**config.mk**
```make
export PLATFORM = sky130hd
export DESIGN_NAME = rf_wb_arbiter
export DESIGN_NICKNAME = d
export VERILOG_FILES = /design/src/rtl/rf_pkg.sv /design/src/rtl/rr_arbiter.sv /design/src/rtl/rf_wb_arbiter.sv
export SDC_FILE = /design/constraint.sdc
export NUM_CORES = 1
export LEC_CHECK = 0
export CORE_ASPECT_RATIO = 0.5
export CORE_MARGIN = 5
export CORE_UTILIZATION = 45
export DETAILED_ROUTE_END_ITERATION = 16
export PLACE_DENSITY = 0.95
export SYNTH_ARGS = -nofsm -noshare
export SYNTH_HDL_FRONTEND = slang
export SYNTH_SLANG_ARGS = --single-unit
```
**constraint.sdc**
```tcl
create_clock -name clk -period 6.2 [get_ports clk]
set_input_delay 0.93 -clock clk [delete_from_list [all_inputs] [get_ports clk]]
set_output_delay 0.93 -clock clk [all_outputs]
set_load 0.01 [all_outputs]
```
**src/rtl/rf_pkg.sv**
```systemverilog
// Shared register-file types: widths, address/data types and the write-port bundle.
package rf_pkg;
    localparam int XLEN  = 32;
    localparam int AW    = 5;
    localparam int NREGS = 2 ** AW;

    typedef logic [AW-1:0]   rf_addr_t;
    typedef logic [XLEN-1:0] rf_data_t;

    typedef struct packed {
        logic     en;
        rf_addr_t wa;
        rf_data_t wd;
    } rf_wr_t;
endpackage

```
**src/rtl/rr_arbiter.sv**
```systemverilog
// Round-robin arbiter: the search starts at the pointer and wraps.
// On advance, the pointer moves to the slot just past the grantee.
module rr_arbiter #(
    parameter int NREQ = 3
) (
    input  logic            clk,
    input  logic            rst_n,
    input  logic [NREQ-1:0] req,
    input  logic            advance,
    output logic [NREQ-1:0] grant
);
    localparam int PW = (NREQ > 1) ? $clog2(NREQ) : 1;

    logic [PW-1:0] ptr_d, ptr_q;
    logic [PW-1:0] grant_idx;
    logic          found;
    int            idx;

    always_comb begin
        grant     = '0;
        grant_idx = '0;
        found     = 1'b0;
        idx       = 0;
        for (int i = 0; i < NREQ; i++) begin
            idx = int'(ptr_q) + i;
            if (idx >= NREQ) idx = idx - NREQ;
            if (!found && req[idx]) begin
                found      = 1'b1;
                grant[idx] = 1'b1;
                grant_idx  = PW'(idx);
            end
        end
    end

    always_comb begin
        ptr_d = ptr_q;
        if (advance && found) begin
            ptr_d = (grant_idx == PW'(NREQ - 1)) ? '0 : grant_idx + 1'b1;
        end
    end

    always_ff @(posedge clk or negedge rst_n) begin
        if (!rst_n) ptr_q <= '0;
        else        ptr_q <= ptr_d;
    end
endmodule

```
**src/rtl/rf_wb_arbiter.sv**
```systemverilog
// Register-file writeback arbiter: round-robin shares the single write port
// among requesters, registers the port, and keeps the RAW busy scoreboard.
module rf_wb_arbiter #(
    parameter int NREQ = 3,
    parameter int XLEN = rf_pkg::XLEN,
    parameter int AW   = rf_pkg::AW
) (
    input  logic                 clk,
    input  logic                 rst_n,
    input  logic [NREQ-1:0]      req_valid,
    output logic [NREQ-1:0]      req_ready,
    input  logic [NREQ*AW-1:0]   req_wa,
    input  logic [NREQ*XLEN-1:0] req_wd,
    input  logic                 busy_set,
    input  logic [AW-1:0]        busy_addr,
    input  logic                 flush,
    output logic                 rf_en,
    output logic [AW-1:0]        rf_wa,
    output logic [XLEN-1:0]      rf_wd,
    output logic [2**AW-1:0]     busy
);
    import rf_pkg::rf_wr_t;

    localparam int NR = 2 ** AW;

    logic [NREQ-1:0] grant;
    logic            transfer;
    logic [AW-1:0]   sel_wa;
    logic [XLEN-1:0] sel_wd;
    rf_wr_t          wr_d, wr_q;
    logic [NR-1:0]   busy_d, busy_q;

    rr_arbiter #(.NREQ(NREQ)) u_arb (
        .clk     (clk),
        .rst_n   (rst_n),
        .req     (req_valid),
        .advance (transfer),
        .grant   (grant)
    );

    assign req_ready = grant;
    assign transfer  = |(req_valid & grant);

    always_comb begin
        sel_wa = '0;
        sel_wd = '0;
        for (int i = 0; i < NREQ; i++) begin
            if (grant[i]) begin
                sel_wa = req_wa[i*AW +: AW];
                sel_wd = req_wd[i*XLEN +: XLEN];
            end
        end
    end

    // x0 writes are accepted but never occupy the port; wa/wd hold otherwise.
    always_comb begin
        wr_d    = wr_q;
        wr_d.en = 1'b0;
        if (transfer && (sel_wa != '0)) begin
            wr_d.en = 1'b1;
            wr_d.wa = sel_wa;
            wr_d.wd = sel_wd;
        end
    end

    // Order encodes priority: retire clear, then new reservation, then flush.
    always_comb begin
        busy_d = busy_q;
        if (transfer) busy_d[sel_wa] = 1'b0;
        if (busy_set) busy_d[busy_addr] = 1'b1;
        if (flush)    busy_d = '0;
        busy_d[0] = 1'b0;
    end

    always_ff @(posedge clk or negedge rst_n) begin
        if (!rst_n) begin
            wr_q   <= '0;
            busy_q <= '0;
        end else begin
            wr_q   <= wr_d;
            busy_q <= busy_d;
        end
    end

    assign rf_en = wr_q.en;
    assign rf_wa = wr_q.wa;
    assign rf_wd = wr_q.wd;
    assign busy  = busy_q;
endmodule

```
Yosys cells after proc, flatten, opt, wreduce, memory -nomap -nowiden
Index checks and enable logic that the tools add are counted.

operators by class
  $add $sub $neg = 6
  magnitude comparators = 13
  equal/unequal tests = 1
  mux-type cells = 42
  bitwise operators = 6
  reductions and logical operators = 13

operators by type and width
  kind                   number
  $mux 32                9
  $ge 32x1->1 const B    3
  $lt 32x4->1 const B    3
  $ge 32x3->1 const B    2
  $sub 32x3->32 const B  2
  $mux 38                1
  $and 32x32->32         1
  $not 32->32            1
  $or 32x32->32          1
  $mux 5                 3
  $mux 1                 14
  $lt 5x6->1 const B     2
  $demux 1 s5            2
  $ge 5x1->1 const B     2
  $logic_and 1x1->1      9
  $mux 3                 3
  $mux 2                 4
  $bmux 1 s2             3
  $demux 1 s2            3
  $or 3x3->3             2
  $reduce_bool 5->1      1
  $add 2x1->3 const B    1
  $add 2x2->3 const B    1
  $and 3x3->3            1
  other kinds (6)        7

storage, ports and cells
  flip-flop bits (word level) = 71
  input bits = 123
  output and inout port bits = 73
  logic and storage cells = 86

Depth between registers and ports, before layout
  depth after elaboration = 25
  mapped depth = 15
  gate-level depth less buffers = 13

Modules after synthesis
Synthesis repeated with hierarchy kept, for this count alone.

second synthesis, totals
  cell total of the unflattened synthesis = 448
  area, all modules = 4219.0 µm²

modules (own cells, without submodules)
  module         times used  cells an instance  area each (µm²)  sequential area each (µm²)
  rf_wb_arbiter  1           390                3779.9           1726.7
  rr_arbiter     1           58                 439.2            50.0

Least setup slack after synthesis
No wires, ideal clock.

  kind = input to register
  start point = in req_valid[2]
  end point = reg wr_q (netlist bit rf_wd[10])
  setup time = 0.125 ns
  arrival = 3.334 ns
  data required time = 6.075 ns
  slack = 2.741 ns
  cell stages on the path = 13
  buffers on the path = 3
  path through = buf_2 -> nand4bb_1 -> a31o_1 -> a21o_1 -> a31oi_2 -> and2_1 -> buf_2 -> a31oi_1 -> nand2_1 -> o21ai_4 -> inv_2 -> buf_6 -> mux2_4

between the ends
  word-level cells in the longest chain between the ends = 15
  elaborated cells on any way between the ends = 30
  classes of those cells = mux: 20; bitwise: 3; reduce/logical: 7

RTL lines
  item                                       line                 RTL
  start, declared                            rf_wb_arbiter.sv:10  input logic [NREQ-1:0] req_valid,
  $bmux 1 s2                                 rr_arbiter.sv:27     if (!found && req[idx]) begin
  $mux 1 (not written as such) (2 in a row)  rr_arbiter.sv:27
  $mux 1                                     rr_arbiter.sv:27
  $logic_not 1->1                            rr_arbiter.sv:27
  $logic_and 1x1->1                          rr_arbiter.sv:27
  $mux 1                                     rr_arbiter.sv:27
  $logic_not 1->1                            rr_arbiter.sv:27
  $logic_and 1x1->1                          rr_arbiter.sv:27
  $mux 3 (*)                                 rr_arbiter.sv:27
  via req_ready[0]                           rf_wb_arbiter.sv:11  output logic [NREQ-1:0] req_ready,
  $mux 5 (3 in a row)                        rf_wb_arbiter.sv:48  if (grant[i]) begin
  $reduce_bool 5->1                          rf_wb_arbiter.sv:59  if (transfer && (sel_wa != '0)) begin
  $logic_and 1x1->1                          rf_wb_arbiter.sv:59
  end signal, assigned                       rf_wb_arbiter.sv:80  wr_q <= wr_d;
  end, declared                              rf_wb_arbiter.sv:30  rf_wr_t wr_d, wr_q;

The timed path passes the listed nets; every way through them passes the cells marked *. The select of a mux whose other input is x is not followed.
A chain may end at the register's enable or synchronous reset.

Worst setup path in the final report
  start point = in req_valid[1]
  end point = reg wr_q (netlist bit rf_wd[1])

between the ends
  word-level cells in the longest chain between the ends = 15
  elaborated cells on any way between the ends = 30
  classes of those cells = mux: 20; bitwise: 3; reduce/logical: 7

RTL lines
  item                                       line
  $bmux 1 s2                                 rr_arbiter.sv:27
  $mux 1 (not written as such) (2 in a row)  rr_arbiter.sv:27
  $mux 1                                     rr_arbiter.sv:27
  $logic_not 1->1                            rr_arbiter.sv:27
  $logic_and 1x1->1                          rr_arbiter.sv:27
  $mux 1                                     rr_arbiter.sv:27
  $logic_not 1->1                            rr_arbiter.sv:27
  $logic_and 1x1->1                          rr_arbiter.sv:27
  $mux 3                                     rr_arbiter.sv:27
  $mux 5 (3 in a row)                        rf_wb_arbiter.sv:48
  $reduce_bool 5->1                          rf_wb_arbiter.sv:59
  $logic_and 1x1->1                          rf_wb_arbiter.sv:59

Several ways; a longest one is shown, not always the timed one. The select of a mux whose other input is x is not followed.

==> metrics.md <==
| Metric | Value |
|---|---|
| Max cap viols | 0 |
| Worst path bufs/invs | 3 |
| Remaining Overflow, GRT | 0 |
| Fmax | 201 MHz |
| Cell area after synthesis | 4070 um2 |
| R2R depth | 13 |
| Ranking of synthesized cells by area | dfrtp_1, mux2_4, o21ai_0 |
| Start of the worst register-to-register path | u_arb.ptr_q[1] |
| Slew @ Worst Pin | 1060 ps |
| Core ar. | 8770 um2 |
| Via count | 4135 |
| Worst Hold Slack | 513 ps |
| Slowest-stage cell, CP | inv_2 |
| Relative slew slack | 0.290 |
| Avg Cell Area, Syn | 9.98 um2 |
| Detailed Place HPWL | 10400 um |
| Worst setup SP type | primary input |
| Commonest cells after routing, fill and taps aside | clkdlybuf4s50_1, dfrtp_1, o21ai_0, nand2_1, a22oi_1 |
| Clk buf depth | 2 |
| Most frequent CP cell | inv_2 |
| Fin Clk Skew | 6.70 ps |
| Crit-path max FO | 37 |
| Critical path class | in -> reg |
| Worst IR Drop VDD | 0.374 mV |
| Area Growth Syn to Fin | 55.5% |
| Die W | 144 um |
| DR WL/cell | 20.1 um |
| Share of cells above drive strength 1 | 0.105 |
| Hold Crit Depth | 1 |
| DR DRC count | 0 |
| Async set-reset flop share out of synthesis | 1.00 |
| Final period util | 0.804 |
| Gr usage total | 0.247 |
| Required @ worst endpoint | 6420 ps |
| HP Class | reg -> reg |
| Drt via density | 5.84 |
| Stages on the worst setup path | 12 |
| PortBufs | 194 |
| Max incr delay on CP | 710 ps |
| Synth Warn # | 0 |
| Syn nets | 535 |
| Number of enable flip-flop cells after synthesis | 0 |
| Yosys top cell by area | dfrtp_1 |
| Worst path cell trace | clkdlybuf4s50_1 -> mux2i_1 -> or2_4 -> nor2_1 -> nor2_2 -> inv_2 -> nand2_1 -> a21oi_1 -> or3_4 -> o21ai_4 -> inv_2 -> mux2_1 |
| RSZ-0062 raised after global routing | no |
| Antenna Cells | 0 |
| Num ports | 196 |
| CTS tree | done |
| Hold_buf cts | 0 |
| Number of global-route vias before repair | 4232 |
| First drt pass iteration count | 6 |
| Final #Nets | 713 |
| Post-CTS Setup Bufs | 0 |
| Initial core utilization | 0.464 |
| Setup violations, final | 0 |
| Slew Limit Fails | 0 |
| Outcome | complete, no violations |
| Leading cell type in the layout, fill and taps excluded | clkdlybuf4s50_1 |
| Sum Neg Setup Slack | 0 ps |
| Die height | 77.3 um |
| Placed cell area | 6030 um2 |
| Hold Crit Start | rf_wd[9] |
| Register bit total from synthesis | 71 |
| Leak Pwr | 0.00256 uW |
| Row Count | 24 |
| Final WL | 14200 um |
| Share of the synthesized area in the top cell type | 0.437 |
| Final instance area | 6330 um2 |
| CP top delay family | buffers and inverters |
| Die area | 11200 um2 |
| TritonCTS Buffers | 9 |
| Sequential-to-total area share from yosys stat | 0.437 |
| Initial DRC Count | 268 |
| Routability cong. | 0.895 |
| Final Hold Viols | 0 |
| Clock Sinks | 71 |
| CP arrival | 5210 ps |
| Worst setup path startpoint | req_valid[1] |
| Resized cells post-CTS | 0 |
| H-tree Lvls | 3 |
| Minimum clock period | 4990 ps |
| Worst setup EP type | flip-flop |
| Root buf cell | clkbuf_16 |
| Count of cell types in the netlist | 50 |
| Worst-Skew Late Latency | 340 ps |
| Initial antenna violation count | 0 |
| Largest net degree at the start of global routing | 72 |
| Final ANT Viol Nets | 0 |
| Main flop type after synthesis | dfrtp_1 |
| Syn Inst Count | 408 |
| Worst-path clk slew | 60 ps |
| Pwr dens | 532 nW/um2 |
| First-pass GRT wire length | 21700 um |
-- area by class of cell --
cell class | instances | area, um2
flip-flops and latches | 71 | 1780
clock buffers | 9 | 225
clock inverters | 7 | 77.6
multi-input cells | 298 | 2110
well taps | 117 | 146
inverters | 9 | 33.8
fillers | 627 | 2440
repair buffers | 197 | 1960
-- registers in the layout, summed over array words and instances (netlist names) --
name	count
rf_wd	32
busy	31
rf_wa	5
u_arb.ptr_q	2
rf_en	1
-- path summary, 6_finish.rpt --
check | endpoint | slack, ps
worst min register to register | rf_wd[9] | 510
worst max-delay path | rf_wd[1] | 1210
worst max register to register | rf_wd[1] | 1570
worst min-delay path | rf_wd[9] | 510
max in group asynchronous | rf_wd[16] | 4810
min in group asynchronous | busy[27] | 800
-- logic make-up after synthesis --
group	count (synthesis)	synth area share
muxes	35	0.123
and+or+nand+nor	95	0.115
DFF	71	0.437
buffers and inverters	39	0.0449
AOI/OAI and AO/OA	163	0.268
adders and majority gates	4	0.0123
other	1	0.000921
-- synthesized netlist by cell type (6+ instances only) --
| cell | n |
|---|---|
| dfrtp_1 | 71 |
| o21ai_0 | 65 |
| nand2_1 | 49 |
| a22oi_1 | 32 |
| mux2_4 | 29 |
| o211ai_1 | 21 |
| clkbuf_1 | 13 |
| nand3_1 | 10 |
| nor2_1 | 9 |
| o311ai_0 | 8 |
| buf_1 | 7 |
| nand3b_1 | 7 |
| a31oi_1 | 6 |
| inv_1 | 6 |
-- routing by layer --
layer  vias to the layer above  track usage  part of all wire
li1                       1888            -                 -
met1                      2009        0.290              0.39
met2                       192        0.437              0.52
met3                        46       0.0547             0.060
met4                         0       0.0978             0.031
met5                         -            0                 0
-- per-stage QoR --
stage	power [uW]	utilization	cells	worst slack [ps]
floorplan	2180	-	408	2740
global placement	2730	0.687	692	1150
detailed placement	2810	0.687	692	1020
CTS	3360	0.722	708	1310
global route	3580	0.722	708	951
finish	3370	0.722	708	1210
-- power by group --
part | internal [uW] | total, uW | switching (uW)
registers | 594 | 666 | 72.4
clock network | 316 | 530 | 214
logic | 999 | 2170 | 1170
Note: power is estimated with default switching activity, not from simulation.
